**src/rtl/object_report_reader.sv**
```systemverilog
// Purpose: after a frame, walks label ids 1..num_labels-1 on the labeler's object-query port,
//          drops merged (non-root) and undersized objects, and streams one record per surviving object.
// Latency: each id is held on obj_id for READ_LATENCY+1 cycles before its query data is sampled.
// Backpressure: a pending record holds out_* and obj_id stable until out_ready; the scan stalls meanwhile.
//
// Ports:
//   clk, reset            clock and synchronous active-high reset
//   start, num_labels     scan request pulse and the labeler's next-free label (sampled on accepted start)
//   obj_id                query address driven to the labeler
//   obj_root/area/x/y     query results, valid READ_LATENCY cycles after obj_id changes
//   busy                  high while scanning (READ/EMIT)
//   out_valid/out_ready   record handshake; out_id/out_area/out_x/out_y carry the record
//   done                  one-cycle pulse when the scan completes
//   obj_count             number of records emitted in the last/current scan (saturating)
module object_report_reader #(
    parameter int LBL_WIDTH    = 8,
    parameter int LOC_SIZE     = 16,
    parameter int READ_LATENCY = 2,
    parameter int MIN_AREA     = 16
) (
    input  logic                 clk,
    input  logic                 reset,
    input  logic                 start,
    input  logic [LBL_WIDTH-1:0] num_labels,
    output logic [LBL_WIDTH-1:0] obj_id,
    input  logic [LBL_WIDTH-1:0] obj_root,
    input  logic [LOC_SIZE-1:0]  obj_area,
    input  logic [LOC_SIZE-1:0]  obj_x,
    input  logic [LOC_SIZE-1:0]  obj_y,
    output logic                 busy,
    output logic                 out_valid,
    input  logic                 out_ready,
    output logic [LBL_WIDTH-1:0] out_id,
    output logic [LOC_SIZE-1:0]  out_area,
    output logic [LOC_SIZE-1:0]  out_x,
    output logic [LOC_SIZE-1:0]  out_y,
    output logic                 done,
    output logic [LBL_WIDTH-1:0] obj_count
);

    // Sized so that READ_LATENCY itself is representable, even when it is 0.
    localparam int CNT_W = $clog2(READ_LATENCY + 2);
    localparam logic [CNT_W-1:0] CNT_LAST = CNT_W'(READ_LATENCY);

    typedef enum logic [1:0] {
        S_IDLE,
        S_READ,
        S_EMIT,
        S_FINISH
    } state_t;

    state_t               state;
    state_t               state_nxt;
    logic [LBL_WIDTH-1:0] last;
    logic [CNT_W-1:0]     wait_cnt;

    logic                 take_start;
    logic                 load_rec;
    logic                 xfer;
    logic                 advance;
    logic                 keep;
    logic                 at_last_id;
    logic                 start_empty;

    assign keep        = (obj_root == obj_id) && (obj_area >= LOC_SIZE'(MIN_AREA));
    assign at_last_id  = (obj_id == last - LBL_WIDTH'(1));
    assign start_empty = (num_labels <= LBL_WIDTH'(1));

    // Next-state and control strobes.
    always_comb begin
        state_nxt  = state;
        take_start = 1'b0;
        load_rec   = 1'b0;
        xfer       = 1'b0;
        advance    = 1'b0;
        busy       = 1'b0;
        out_valid  = 1'b0;
        done       = 1'b0;

        case (state)
            S_IDLE: begin
                if (start) begin
                    take_start = 1'b1;
                    state_nxt  = start_empty ? S_FINISH : S_READ;
                end
            end
            S_READ: begin
                busy = 1'b1;
                if (wait_cnt == CNT_LAST) begin
                    if (keep) begin
                        load_rec  = 1'b1;
                        state_nxt = S_EMIT;
                    end else begin
                        advance = 1'b1;
                    end
                end
            end
            S_EMIT: begin
                busy      = 1'b1;
                out_valid = 1'b1;
                if (out_ready) begin
                    xfer    = 1'b1;
                    advance = 1'b1;
                end
            end
            S_FINISH: begin
                done      = 1'b1;
                state_nxt = S_IDLE;
            end
            default: state_nxt = S_IDLE;
        endcase

        // Advancing past the last id ends the scan; otherwise the next id is read.
        if (advance) begin
            state_nxt = at_last_id ? S_FINISH : S_READ;
        end
    end

    always_ff @(posedge clk) begin
        if (reset) begin
            state     <= S_IDLE;
            last      <= '0;
            wait_cnt  <= '0;
            obj_id    <= '0;
            out_id    <= '0;
            out_area  <= '0;
            out_x     <= '0;
            out_y     <= '0;
            obj_count <= '0;
        end else begin
            state <= state_nxt;

            if (take_start) begin
                last      <= num_labels;
                obj_count <= '0;
                wait_cnt  <= '0;
                obj_id    <= start_empty ? '0 : LBL_WIDTH'(1);
            end

            if (state == S_READ && wait_cnt != CNT_LAST) begin
                wait_cnt <= wait_cnt + CNT_W'(1);
            end

            if (load_rec) begin
                out_id   <= obj_id;
                out_area <= obj_area;
                out_x    <= obj_x;
                out_y    <= obj_y;
            end

            if (xfer && obj_count != '1) begin
                obj_count <= obj_count + LBL_WIDTH'(1);
            end

            // obj_id stops at last-1; it never wraps.
            if (advance && !at_last_id) begin
                obj_id   <= obj_id + LBL_WIDTH'(1);
                wait_cnt <= '0;
            end

            if (state == S_FINISH) begin
                obj_id <= '0;
            end
        end
    end

endmodule
```
**config.mk**
```make
export PLATFORM = sky130hd
export DESIGN_NAME = object_report_reader
export DESIGN_NICKNAME = d
export VERILOG_FILES = /design/src/rtl/object_report_reader.sv
export SDC_FILE = /design/constraint.sdc
export NUM_CORES = 1
export LEC_CHECK = 0
export BUFFER_PORTS_ARGS = -buffer_cell sky130_fd_sc_hd__buf_2
export CAP_MARGIN = 20
export CORE_ASPECT_RATIO = 0.8
export CORE_MARGIN = 2
export CORE_UTILIZATION = 49
export DETAILED_ROUTE_END_ITERATION = 8
export GPL_ROUTABILITY_DRIVEN = 1
export PLACE_DENSITY = 0.8
export SYNTH_ARGS = -nofsm -noshare
export SYNTH_HDL_FRONTEND = slang
export SYNTH_SLANG_ARGS = --single-unit
```
**constraint.sdc**
```tcl
create_clock -name clk -period 3 [get_ports clk]
set_input_delay 0 -clock clk [delete_from_list [all_inputs] [get_ports clk]]
set_output_delay 0 -clock clk [all_outputs]
set_load 0.02 [all_outputs]
```
Word level (Yosys, flattened, before mapping)
Cells that the tools add are included.
{ "op_classes": {"addsub": 4, "mul": 0, "div": 0, "n_lt_le_gt_ge": 2, "eq_ne": 11, "shifts": 0, "n_mux": 27, "n_bitwise": 0, "n_reduce_logical": 14} }
{ "op_table": {"columns": ["cell", "n"], "rows": [
  ["2-to-1 mux 8 bit", 4],
  ["adder 8 x 1 -> 8 bit, second input constant", 2],
  ["equality test 8 bit", 2],
  [">= comparator 16 x 5 -> 1 bit, second input constant", 1],
  ["2-to-1 mux 2 bit", 8],
  ["2-to-1 mux 1 bit", 13],
  ["inequality test 3 bit, second input constant", 3],
  ["less-or-equal comparator 8 x 1 -> 1 bit, second input constant", 1],
  ["inequality test 8 bit, second input constant", 1],
  ["subtractor 8 x 1 -> 8 bit, second input constant", 1],
  ["equality test 2 bit, second input constant", 3],
  ["case mux 2 bit (3 select lines)", 1],
  ["nonzero test 2 bit", 3],
  ["OR reduction 2 bit", 3],
  ["logical AND 1 bit", 4],
  ["AND reduction 4 bit", 1],
  ["nonzero test 4 bit", 1],
  ["adder 2 x 1 -> 2 bit, second input constant", 1],
  ["equality test 2 x 1 -> 1 bit, second input constant", 1],
  ["logical NOT 2 bit", 1],
  ["inequality test 2 bit, second input constant", 1],
  ["case mux 1 bit (2 select lines)", 1],
  ["logical NOT 1 bit", 1]
]} }
{ "totals": {"regBits": 84, "latch_bits": 0, "ramBits": 0, "rom_bits": 0, "in_bits": 68, "elab_cells": 67, "memories": 0} }

Longest topological paths before layout
{ "depth": {"word_depth": 7, "mapped_depth": 11, "mapped_depth_nobuf": 9} }

Worst setup path before layout
Ideal clock, no wire load.
{ "synth_path": {"kind": "flip-flop to flip-flop", "from": "register last[0]", "to": "register obj_id[5]", "arrival_ns": 2.401, "required_time_ns": 2.878, "path_slack_ns": 0.477, "stages_incl_launch_ff": 12, "path_buffers": 2, "period_less_slack_ns": 2.523, "path_cell_list": "dfxtp_1 > inv_1 > ha_1 > buf_1 > o21ba_2 > a221oi_1 > a41oi_1 > a2111oi_2 > a31oi_4 > buf_6 > and4_1 > a221o_1"} }
{ "synth_via": {"elab_chain_cells": 5, "word_cells_on_any_way": 6} }
{ "synth_rtl": {"columns": ["item", "line_no", "text"], "rows": [
  ["start: declaration", "54", "logic [LBL_WIDTH-1:0] last;"],
  ["start signal: assignment", "134", "last <= num_labels;"],
  ["subtractor 8 x 1 -> 8 bit (*)", "66", "assign at_last_id = (obj_id == last - LBL_WIDTH'(1));"],
  ["equality test 8 bit (*)", "66", null],
  ["logical NOT 1 bit (*)", "156", "if (advance && !at_last_id) begin"],
  ["logical AND 1 bit (*)", "156", null],
  ["2-to-1 mux 8 bit or nonzero test 2 bit (tied branches)", null, null],
  ["end signal: assignment", "137", "obj_id <= start_empty ? '0 : LBL_WIDTH'(1);"],
  ["end signal: assignment", "157", "obj_id <= obj_id + LBL_WIDTH'(1);"],
  ["end: declaration", "25", "output logic [LBL_WIDTH-1:0] obj_id,"]
]} }
Mark *: on every way between the ends. The rest lies on a longest branch, timed or not.
A chain may end at the register's enable or synchronous reset.

Worst setup path in the final report
Same ends and word-level chain as after synthesis.

==> results.md <==
* Outcome: completed
* Skew final at 0.0121 ns
* Clk sinks at 84
* Startpoint types: register
* First-pass GRT wire length at 15700 um
* FFs w/ async S/R, synth at 0%
* Die height at 82.7 um
* Total GRT Usage at 23.8%
* Final worst slack at 0.230 ns
* Crit path max-delay cell type: dfxtp_1
* Maximum vdd drop at 0.277 mV
* Synth-to-layout area growth at 39.7%
* Die area at 8460 um^2
* GRT overflow at 0
* Combinational share of power at 25.2%
* Largest net degree at the start of global routing at 51
* Post-route DRC at 0
* Clock power share at 27.9%
* Reg power frac at 46.9%
* P_leak at 2.81 nW
* CP max stage delay at 0.44 ns
* Pre-CTS setup slack at 0.221 ns
* Max Cap Violations at 0
* Vias per cell at 5.10
* Die Wd at 102 um
* Setup Viol. Count Final at 0
* Post-synth EDFFs at 0
* Final WL at 10200 um
* Clk_lat worst skew at 0.36 ns
* TritonCTS clock tree: built
* Switching share of power at 32.1%
* Final Hold Violating Endpoints at 0
* Post-Syn Area per Cell at 9.13 um^2
* Final core utilization at 70.9%
* Core area at 7460 um^2
* CP Data Required Time at 3.24 ns
* Critical path type: register to register
* Worst path bufs/invs at 1
* Unrepaired setup endpoints after global routing: no
* Setup TNS at 0 ns
* Power Density at 489 nW/um^2
* Internal Dissipation at 0.00176 W
* Antenna violations before repair at 0
* Via count at 3636
* Mapped Cells at 415
* Relative slew slack at 45.1%
* Diodes inserted at 0
* Fin crit share at 92.3%
* Final Critical Period at 2.77 ns
* Ordered list of cells on the worst path: inv_1 > ha_1 > o21ba_2 > a221oi_1 > a41oi_1 > a2111oi_2 > a31oi_4 > and2_2 > a221o_1
* Yosys reg bits at 84
* Routability Congestion at 0.863
* Post-Syn Nets at 491
* I/O pin cnt at 143
* Ys flop type: dfxtp_1
* Max clock buf depth at 2
* DRT Pass-1 Iters at 4
* Fin nets at 679
* H-tree Lvls at 3
* Layout cells sized above 1 at 29.3%
* Synthesized cell area at 3790 um^2
* Vias in the first global route at 3501
* Psw at 0.000831 W
* Wire per inst at 14.3 um
* Total setup buffers inserted after CTS at 0
* Worst-path clk slew at 0.08 ns
* Pins Over Slew Limit at 0
* Inserted Clock Buffers at 9
* Yosys cell types at 49
* Fmax achieved at 361 MHz
* Critical Path AT at 3.01 ns
* Hpwl dp at 6480 um
* Commonest cells after routing, fill and taps aside: buf_2, dfxtp_1, nor2_1
* Hold/Removal Path Class: input port to register
* Row count at 28
* Crit Path Max Fanout at 13
* Commonest non-fill, non-tap cell in the layout: buf_2
* IO buf count at 142
* Synthesis warning total at 0
* Worst Setup End Kind: register
* Clock Tree Root: clkbuf_8
* Number of fill cells in the layout at 592
* Post-synthesis sequential area ratio at 44.4%
* Initial Util at 50.8%
* Drt initial violations at 90
* Worst Tran Pin Value at 0.824 ns
* Post-DRT Antenna Nets at 0
* CP delay by family, top: compound AO/OA/AOI/OAI gates
## worst register-to-register path: stages (launching register included)
cell and delay, ns:
dfxtp_1 0.44, inv_1 0.07, ha_1 0.31, o21ba_2 0.24, a221oi_1 0.31, a41oi_1 0.10
a2111oi_2 0.34, a31oi_4 0.26, and2_2 0.30, a221o_1 0.30
## final cells by class
| type | instances | area [um^2] | area share, % |
|---|---|---|---|
| sequential | 84 | 1680 | 31.8 |
| inverter | 9 | 33.8 | 0.638 |
| clock buffer | 10 | 128 | 2.41 |
| tap | 105 | 131 | 2.48 |
| clock inverter | 6 | 46.3 | 0.875 |
| timing repair buffer | 203 | 1310 | 24.7 |
| multi-input combinational | 296 | 1960 | 37.1 |
## routing by layer
metal	GRT usage (%)	vias to the layer above	wire length [um]
met2	42.7	117	5080
met3	6.82	27	540
li1	-	1806	-
met4	8.27	0	239
met5	0	-	0
met1	27.3	1686	4360
## worst paths after layout
path,startpoint,endpoint,slack [ns],cells after the start
hold / removal,start,state[0]$_SDFFE_PP0P_,0.21,4
hold reg to reg,out_id[6]$_SDFFE_PP0P_,out_id[6]$_SDFFE_PP0P_,0.50,2
setup / recovery,last[0]$_SDFFE_PP0P_,obj_id[5]$_SDFFE_PP0P_,0.23,9
setup reg to reg,last[0]$_SDFFE_PP0P_,obj_id[5]$_SDFFE_PP0P_,0.23,9
## state kept, by name, indices dropped and copies added (netlist names)
register   cells
last           8
obj_count      8
obj_id         8
out_area      16
out_id         8
out_x         16
out_y         16
state          2
wait_cnt       2
## repair_timing
item,4_1_cts,5_1_grt
endpoints found under the hold margin,56,0
hold buffers,56,0
endpoints found under the setup margin,0,6
gates resized for setup,0,1
## through the flow
step	cell area [um^2]	total power, W	hold WS, ns	std cells
6_report	5290	0.00259	0.206	713
5_1_grt	5290	0.00273	0.234	713
4_1_cts	5280	0.00259	0.194	713
3_5_place_dp	4550	0.00182	0.236	641
3_3_place_gp	4550	0.00180	0.229	641
2_1_floorplan	3790	0.00167	0.136	415
## cell families (layout without fill, tap and decap cells)
group	Yosys count	in the layout	synth area share (%)
AO/OA/AOI/OAI	54	54	10.0
XOR/XNOR	19	19	4.59
adder cells (fa/ha/maj)	8	8	2.64
buffers and inverters	35	228	4.03
flip-flops	84	84	44.4
multiplexers	58	58	15.4
AND/OR/NAND/NOR	157	157	19.0
## synthesized netlist by cell type (all sizes together) (4+ instances only)
| master | count | area, um^2 |
|---|---|---|
| inv | 9 | 33.8 |
| ha | 8 | 100 |
| nor4 | 9 | 62.6 |
| dfxtp | 84 | 1680 |
| nor3 | 7 | 40.0 |
| clkbuf | 14 | 53.8 |
| and3 | 6 | 37.5 |
| nand3 | 14 | 70.1 |
| nand2 | 27 | 101 |
| nor2 | 77 | 289 |
| and2 | 5 | 33.8 |
| nand4 | 4 | 25.0 |
| xnor2 | 14 | 123 |
| buf | 12 | 65.1 |
| mux2i | 57 | 571 |
| xor2 | 5 | 51.3 |
| a221o | 4 | 40.0 |
| a21oi | 20 | 100 |
| o21ai | 11 | 55.1 |
## power groups by stage
stage          clock network, W  registers (W)  logic, W
2_1_floorplan                 0        0.00123  0.000442
3_3_place_gp                  0        0.00124  0.000559
3_5_place_dp                  0        0.00124  0.000579
4_1_cts                0.000741        0.00121  0.000639
5_1_grt                0.000787        0.00122  0.000721
6_report               0.000722        0.00121  0.000652
Note: power is estimated with default switching activity, not from simulation.
